==> src/rtl/gpio_cfg_pkg.sv <==
// gpio_cfg_pkg: register word offsets, PINCFG field layout and ACK states for gpio_cfg_regs
package gpio_cfg_pkg;
  localparam int FLD_W = 2;
  localparam int MOD_LSB = 0;
  localparam int SEL_LSB = 2;
  localparam logic [5:0] W_IRQEN = 6'h18;
  localparam logic [5:0] W_IRQPOL = 6'h19;
  localparam logic [5:0] W_IRQSTAT = 6'h1A;
  localparam logic [5:0] W_PINSTAT = 6'h1B;
  typedef enum logic {ST_IDLE, ST_ACK} ack_st_e;
  function automatic logic [31:0] lane_mask(input logic [3:0] sel);
    return {{8{sel[3]}}, {8{sel[2]}}, {8{sel[1]}}, {8{sel[0]}}};
  endfunction
endpackage

==> src/rtl/gpio_cfg_regs_sync2.sv <==
// sync2: two-flop synchronizer for asynchronous pad inputs
module sync2 #(
  parameter int W = 1
) (
  input  logic         clk_i,
  input  logic         rst_i,
  input  logic [W-1:0] d_i,
  output logic [W-1:0] q_o
);
  logic [W-1:0] m_q, s_q;
  always_ff @(posedge clk_i)
    if (rst_i) {s_q, m_q} <= '0;
    else {s_q, m_q} <= {m_q, d_i};
  assign q_o = s_q;
endmodule

==> src/rtl/gpio_cfg_regs.sv <==
// gpio_cfg_regs: Wishbone-classic register bank driving the GPIO pin-mux controls
module gpio_cfg_regs
  import gpio_cfg_pkg::*;
#(
  parameter int NPINS = 24,
  parameter logic [7:0] BASE_ADR = 8'h00
) (
  input  logic               CLK,
  input  logic               RST,
  input  logic               WB_CYC,
  input  logic               WB_STB,
  input  logic               WB_WE,
  input  logic [3:0]         WB_SEL,
  input  logic [7:0]         WB_ADR,
  input  logic [31:0]        WB_DAT_W,
  output logic [31:0]        WB_DAT_R,
  output logic               WB_ACK,
  output logic [2*NPINS-1:0] MOD,
  output logic [2*NPINS-1:0] SEL,
  output logic [NPINS-1:0]   IRQEN,
  output logic [NPINS-1:0]   IRQPOL,
  output logic [NPINS-1:0]   IRQRES,
  input  logic [NPINS-1:0]   INTR,
  input  logic [NPINS-1:0]   PIN_IN,
  output logic               IRQ
);
  localparam logic [5:0] NP = 6'(NPINS);
  ack_st_e st_q;
  logic [2*NPINS-1:0] mod_q, mod_d, sel_q, sel_d;
  logic [NPINS-1:0] irqen_q, irqen_d, irqpol_q, irqpol_d, irqres_q, pin_s;
  logic [31:0] dat_q, rdata, msk, pc;
  logic irq_q, req, wr, pin, unused_ok;
  logic [5:0] word;
  logic [6:0] pidx;
  sync2 #(.W(NPINS)) u_sync (.clk_i(CLK), .rst_i(RST), .d_i(PIN_IN), .q_o(pin_s));
  assign WB_ACK = st_q == ST_ACK;
  assign WB_DAT_R = dat_q;
  assign MOD = mod_q;
  assign SEL = sel_q;
  assign IRQEN = irqen_q;
  assign IRQPOL = irqpol_q;
  assign IRQRES = irqres_q;
  assign IRQ = irq_q;
  assign unused_ok = ^{WB_ADR[1:0], WB_DAT_W, msk};
  always_comb begin
    req = WB_CYC & WB_STB & ~WB_ACK;
    wr = req & WB_WE;
    word = WB_ADR[7:2] - BASE_ADR[7:2];
    pin = word < NP;
    pidx = {word, 1'b0};
    msk = lane_mask(WB_SEL);
    pc = '0;
    pc[MOD_LSB +: FLD_W] = mod_q[pidx +: FLD_W];
    pc[SEL_LSB +: FLD_W] = sel_q[pidx +: FLD_W];
    rdata = pin ? pc
          : word == W_IRQEN ? 32'(irqen_q)
          : word == W_IRQPOL ? 32'(irqpol_q)
          : word == W_IRQSTAT ? 32'(INTR)
          : word == W_PINSTAT ? 32'(pin_s) : '0;
    mod_d = mod_q;
    sel_d = sel_q;
    if (wr && pin && WB_SEL[0]) begin
      mod_d[pidx +: FLD_W] = WB_DAT_W[MOD_LSB +: FLD_W];
      sel_d[pidx +: FLD_W] = WB_DAT_W[SEL_LSB +: FLD_W];
    end
    irqen_d = wr && word == W_IRQEN
            ? (irqen_q & ~msk[NPINS-1:0]) | (WB_DAT_W[NPINS-1:0] & msk[NPINS-1:0]) : irqen_q;
    irqpol_d = wr && word == W_IRQPOL
             ? (irqpol_q & ~msk[NPINS-1:0]) | (WB_DAT_W[NPINS-1:0] & msk[NPINS-1:0]) : irqpol_q;
  end
  // IRQRES idles all-ones in reset so every pin latch starts cleared
  always_ff @(posedge CLK)
    if (RST) begin
      st_q <= ST_IDLE;
      dat_q <= '0;
      mod_q <= '0;
      sel_q <= '0;
      irqen_q <= '0;
      irqpol_q <= '0;
      irqres_q <= '1;
      irq_q <= 1'b0;
    end else begin
      st_q <= req ? ST_ACK : ST_IDLE;
      dat_q <= req && !WB_WE ? rdata : '0;
      mod_q <= mod_d;
      sel_q <= sel_d;
      irqen_q <= irqen_d;
      irqpol_q <= irqpol_d;
      irqres_q <= wr && word == W_IRQSTAT ? WB_DAT_W[NPINS-1:0] & msk[NPINS-1:0] : '0;
      irq_q <= |(INTR & irqen_q);
    end
endmodule
==> config.mk <==
export PLATFORM = sky130hd
export DESIGN_NAME = gpio_cfg_regs
export DESIGN_NICKNAME = d
export VERILOG_FILES = /design/src/rtl/gpio_cfg_pkg.sv /design/src/rtl/gpio_cfg_regs_sync2.sv /design/src/rtl/gpio_cfg_regs.sv
export SDC_FILE = /design/constraint.sdc
export NUM_CORES = 1
export LEC_CHECK = 0
export ABC_AREA = 1
export CORE_UTILIZATION = 45
export CTS_BUF_LIST = sky130_fd_sc_hd__clkbuf_4
export DETAILED_ROUTE_END_ITERATION = 8
export PLACE_DENSITY = 0.78
export SLEW_MARGIN = 20
export SYNTH_ARGS = -nofsm -noshare
export SYNTH_HDL_FRONTEND = slang
export SYNTH_SLANG_ARGS = --single-unit
==> constraint.sdc <==
create_clock -name CLK -period 2.6 [get_ports CLK]
set_input_delay 0.39 -clock CLK [delete_from_list [all_inputs] [get_ports CLK]]
set_output_delay 0.39 -clock CLK [all_outputs]
set_load 0.005 [all_outputs]
# ---- Yosys cells after proc, flatten, opt, wreduce, memory -nomap -nowiden
# Cells that the tools add are included.
dict set report op_classes {
  bitwise_logic 12
  n_eq_ne 4
  n_mux 9
  n_div 0
  magnitude_cmp 1
  shifts 5
  n_mul 0
  addsub 1
  n_reduce_logical 11
}
# op count
set op_table {}
lappend op_table {{2-to-1 mux 24 bit} 5}
lappend op_table {{AND 24 bit} 4}
lappend op_table {{bitwise mux 48 bit} 2}
lappend op_table {{indexed part select 2 x 9 -> 48 bit} 2}
lappend op_table {{indexed part select 48 x 8 -> 2 bit} 2}
lappend op_table {{bitwise OR 24 bit} 2}
lappend op_table {{variable shift 2 x 9 -> 48 bit (first input constant)} 1}
lappend op_table {{equality test 6 x 5 -> 1 bit (second input constant)} 4}
lappend op_table {{NOT 24 bit} 1}
lappend op_table {{OR reduction 24 bit} 1}
lappend op_table {{negation 7 -> 9 bit} 1}
lappend op_table {{logical AND 1 bit} 6}
lappend op_table {{less-than comparator 6 x 5 -> 1 bit (second input constant)} 1}
lappend op_table {{OR reduction 6 bit} 1}
lappend op_table {{2-to-1 mux 4 bit} 1}
lappend op_table {{AND 1 bit} 3}
lappend op_table {{OR reduction 3 bit} 1}
lappend op_table {{NOT 1 bit} 2}
lappend op_table {{OR reduction 2 bit} 1}
lappend op_table {{zero test 1 bit} 1}
lappend op_table {{2-to-1 mux 1 bit} 1}
dict set report word_totals {
  regBits 250
  ram_bits 0
  word_cells 55
  romBits 0
  latchBits 0
  memories 0
}

# ---- Logic depth before layout (Yosys ltp)
dict set report depth {
  word_depth 6
  depth_mapped 16
}

# ---- By module
# Synthesis repeated with hierarchy kept, for this count alone.
dict set report hier_totals {
  cells_unflattened 1658
  hier_area_um2 10991.8
}
# module area_per_inst_um2 seq_area_each_um2 cells_per_inst n_inst
set modules_own_cells {}
lappend modules_own_cells {gpio_cfg_regs 9626.7 3883.7 1509 1}
lappend modules_own_cells {sync2 1365.1 960.9 149 1}

# ---- Worst setup path after synthesis
# No wires, ideal clock.
dict set report synth_path {
  path_type {input-to-reg}
  startpoint {in WB_ADR[2]}
  endpoint {reg mod_q[20], in the netlist MOD[20]}
  path_stages 16
  arrival_time_ps 2412
  slack_ps 76
  n_path_buf 3
  required_time_ps 2487
  cell_sequence {buf_2 > inv_2 > buf_2 > buf_1 > ha_1 > nand2_1 > nor2_1 > nand2_1 > nand2_2 > nand2_1 > inv_2 > nand2_2 > nor2_2 > nand2_1 > nand2_1 > nor2_1}
}
dict set report synth_via {
  elab_chain_cells 3
}
# element line
set synth_rtl {}
lappend synth_rtl {{start, declared} gpio_cfg_regs.sv:14} ;# input logic [7:0] WB_ADR,
lappend synth_rtl {{negation 7 -> 9 bit / less-than comparator 6 x 5 -> 1 bit (equally long branches)} {gpio_cfg_regs.sv:63, gpio_cfg_regs.sv:49}}
lappend synth_rtl {{indexed part select 2 x 9 -> 48 bit, or another cell as far along} gpio_cfg_regs.sv:63} ;# mod_d[pidx +: FLD_W] = WB_DAT_W[MOD_LSB +: FLD_W];
lappend synth_rtl {{bitwise mux 48 bit / logical AND 1 bit (equally long branches)} {gpio_cfg_regs.sv:63, gpio_cfg_regs.sv:62}}
lappend synth_rtl {{end signal, assigned} gpio_cfg_regs.sv:85} ;# mod_q <= mod_d;
lappend synth_rtl {{end, declared} gpio_cfg_regs.sv:29} ;# logic [2*NPINS-1:0] mod_q, mod_d, sel_q, sel_d;
# Several ways; a longest one is shown, not always the timed one.
# A chain may end at the register's enable or synchronous reset.

# ---- Final worst setup path
dict set report layout_path {
  startpoint {in WB_ADR[3]}
  endpoint {reg sel_q[40], in the netlist SEL[40]}
}
dict set report layout_via {
  elab_chain_cells 3
}
# element line
set layout_rtl {}
lappend layout_rtl {{negation 7 -> 9 bit / less-than comparator 6 x 5 -> 1 bit (equally long branches)} {gpio_cfg_regs.sv:64, gpio_cfg_regs.sv:49}}
lappend layout_rtl {{indexed part select 2 x 9 -> 48 bit, or another cell as far along} gpio_cfg_regs.sv:64} ;# sel_d[pidx +: FLD_W] = WB_DAT_W[SEL_LSB +: FLD_W];
lappend layout_rtl {{bitwise mux 48 bit / logical AND 1 bit (equally long branches)} {gpio_cfg_regs.sv:64, gpio_cfg_regs.sv:62}}
lappend layout_rtl {{end signal, assigned} gpio_cfg_regs.sv:86} ;# sel_q <= sel_d;
lappend layout_rtl {{end, declared} gpio_cfg_regs.sv:29}
# Several ways; a longest one is shown, not always the timed one.

==> results.json <==
{
  "gr-total-overflow": 0,
  "gp_congestion": 1.01,
  "dpl.cell_count": 2339,
  "drtIter0Drc": 1194,
  "die_y_um": 159,
  "final_max_slew_viol_count": 0,
  "synth_seq_cells": 242,
  "synth_area_leaders": "dfxtp_1, nand2_1, nor2_1, nand3_1, inv_1",
  "grt_pass1_wl_um": 65800,
  "async_flop_share_pct": 0,
  "dr.pass1.iters": 6,
  "num_vias": 12695,
  "rr_startpoint": "WB_ACK$_SDFF_PP0_",
  "setup_violations": 0,
  "htreeDepth": 3,
  "final_nets": 2186,
  "synthMuxAreaShare_pct": 0,
  "syn_avg_cell_area_um2": 6.59,
  "cts.clk_slew.worst_paths_ns": 0.06,
  "hold_class": "in -> reg",
  "cap_violations": 0,
  "die_w_um": 159,
  "post_synth_most_frequent_cells": "nand2_1, nor2_1, dfxtp_1",
  "portBuffers": 279,
  "ir_worst_vdd_uv": 443,
  "placementRows": 57,
  "layout.cells.non_filler": 2454,
  "r2r_slack_ns": 0.71,
  "hpwl_um": 33200,
  "leakage_uw": 0.00704,
  "hold-path-cell-count": 3,
  "ys_types": 30,
  "synth-compound-area-share_pct": 9.95,
  "drtAntennaViolNets": 0,
  "worstSetupStartpoint": "WB_ADR[3]",
  "drt_drc_violations_left": 0,
  "clock.fmax_mhz": 478,
  "synth_xor_area_share_pct": 0,
  "start_util_pct": 45.7,
  "core-area_um2": 24200,
  "post_dp_cell_area_um2": 15000,
  "drive_gt1_share_pct": 13.1,
  "worst_pin_slew_ns": 1.01,
  "syn_area_um2": 11100,
  "min_period_ns": 2.09,
  "slew_headroom_pct": 32.5,
  "cp-start-kind": "primary input",
  "ff2ff_path_depth": 10,
  "crit_required_ns": 3.16,
  "grt_max_degree": 93,
  "cts.path.max_buffers": 3,
  "final_area_um2": 15900,
  "skew_ns": 0.0583,
  "antenna_found_initial": 1,
  "yosysTopAreaCellShare_pct": 43.7,
  "cts_root_buffer": "clkbuf_4",
  "cts_inserted_buffers": 67,
  "outcome": "finished, final reports clean",
  "wl_um": 43400,
  "arrival_ns": 2.65,
  "synthFlopType": "dfxtp_1",
  "yosysSeqAreaShare_pct": 43.7,
  "cts_setup_buffers": 0,
  "r2r-end": "SEL[34]$_SDFFE_PP0P_",
  "cp_max_fo": 8,
  "vias_per_cell": 5.17,
  "clk_latency_ns": 0.70,
  "ios": 299,
  "clkSinkCount": 242,
  "syn_to_final_growth_pct": 43.3,
  "grt_pass1_vias": 11664,
  "wl_per_cell_um": 17.7,
  "synth_cells": 1682,
  "yosysWarningCount": 0,
  "dieArea_um2": 25300,
  "critical_path_class": "in -> reg",
  "synth_top_cell_by_area": "dfxtp_1",
  "synth_top_family_by_area": "simple AND/OR/NAND/NOR gates",
  "critPathCapture": "SEL[40]$_SDFFE_PP0P_",
  "synthSimpleGateAreaFrac_pct": 35.2,
  "hold_violations": 0,
  "power.total_uw": 8320,
  "synth_edf_count": 0,
  "synthAdderAreaFrac_pct": 0.451,
  "cellPowerDensity_nw_per_um2": 524,
  "grt_setup_unrepaired": "false",
  "grt.total_usage_pct": 33.7,
  "period_share_pct": 80.4,
  "yosysMostFrequentCell": "nand2_1",
  "cts_tree": "yes",
  "end_kind": "flip-flop"
}
==> cell usage in the layout, fill, tap and decap left out, types with 3 or more instances in the layout <==
cell type          n
ha_1               4
nor2_1           263
o31ai_1            3
nor2_4             5
clkdlybuf4s50_1  277
a21oi_1          110
o21ai_0           81
nand2_1          437
nand3_2            5
clkinv_1          11
buf_12             6
inv_1            191
buf_4            130
o211ai_1          13
nand4_1           19
clkbuf_4          97
nand2_2            3
bufinv_16          3
nor3_1             9
nor2_2            10
conb_1             8
inv_2             11
nand3_1          174
dfxtp_1          242
==> stage by stage <==
step	TNS, ns	hold WS (ns)	util (%)	setup WS, ns
after floorplan	0	0.388	-	0.0757
after global placement	-0.695	0.389	61.8	-0.0692
after detailed placement	-1.64	0.394	61.8	-0.0779
after CTS	0	0.166	65.5	0.465
after global routing	0	0.179	65.5	0.384
final	0	0.205	65.5	0.509
==> layout make-up <==
type	instances	area [µm²]
inverters	206	774
clock inverters	16	159
clock buffers	97	728
multi-input cells	1153	5090
fillers	2135	8360
repair buffers	415	3880
well taps	324	405
flip-flops and latches	242	4840
diodes	1	2.50
==> cells by family (layout without fill, tap and decap cells) <==
logic type | Yosys count | after routing
buf+inv | 294 | 734
other cells | 1 | 9
compound gates | 211 | 211
fa+ha+maj | 4 | 4
flops | 242 | 242
simple gates | 930 | 930
==> worst min-delay path by stage <==
stage,endpoint,from
after detailed placement,u_sync.q_o[22]$_SDFF_PP0_,u_sync.m_q[22]$_SDFF_PP0_
after CTS,u_sync.m_q[21]$_SDFF_PP0_,PIN_IN[21]
final,u_sync.m_q[21]$_SDFF_PP0_,PIN_IN[21]
after floorplan,u_sync.q_o[0]$_SDFF_PP0_,u_sync.m_q[0]$_SDFF_PP0_
after global placement,u_sync.q_o[17]$_SDFF_PP0_,u_sync.m_q[17]$_SDFF_PP0_
after global routing,u_sync.m_q[21]$_SDFF_PP0_,PIN_IN[21]
==> worst max-delay path, cell delays in order <==
cell and delay, ns:
clkdlybuf4s50_1 0.55, clkinv_1 0.11, ha_1 0.25, nand2_1 0.12, nor2_1 0.07, nand2_1 0.22, buf_4 0.18, nand4_1 0.18
inv_2 0.19, nand2_1 0.18, nor2_1 0.15, nor2_1 0.06
==> metal layers <==
metal	vias up	track usage (%)	wire length (µm)
li1	6112	-	-
met1	5768	46.9	18800
met2	703	49.7	18500
met3	112	7.66	4230
met4	0	15.1	1780
met5	-	0	0
==> power by group <==
part	switching, µW	total, µW	internal [µW]
Combinational	500	859	359
Clock	1660	3680	2020
Sequential	16.3	3780	3760
Total	2180	8320	6140
==> timing repair <==
action,in CTS,in global routing
hold buffers,1,0
endpoints found under the hold margin,6,0
resized for setup,0,0
Power figures use the tool's default switching activity.
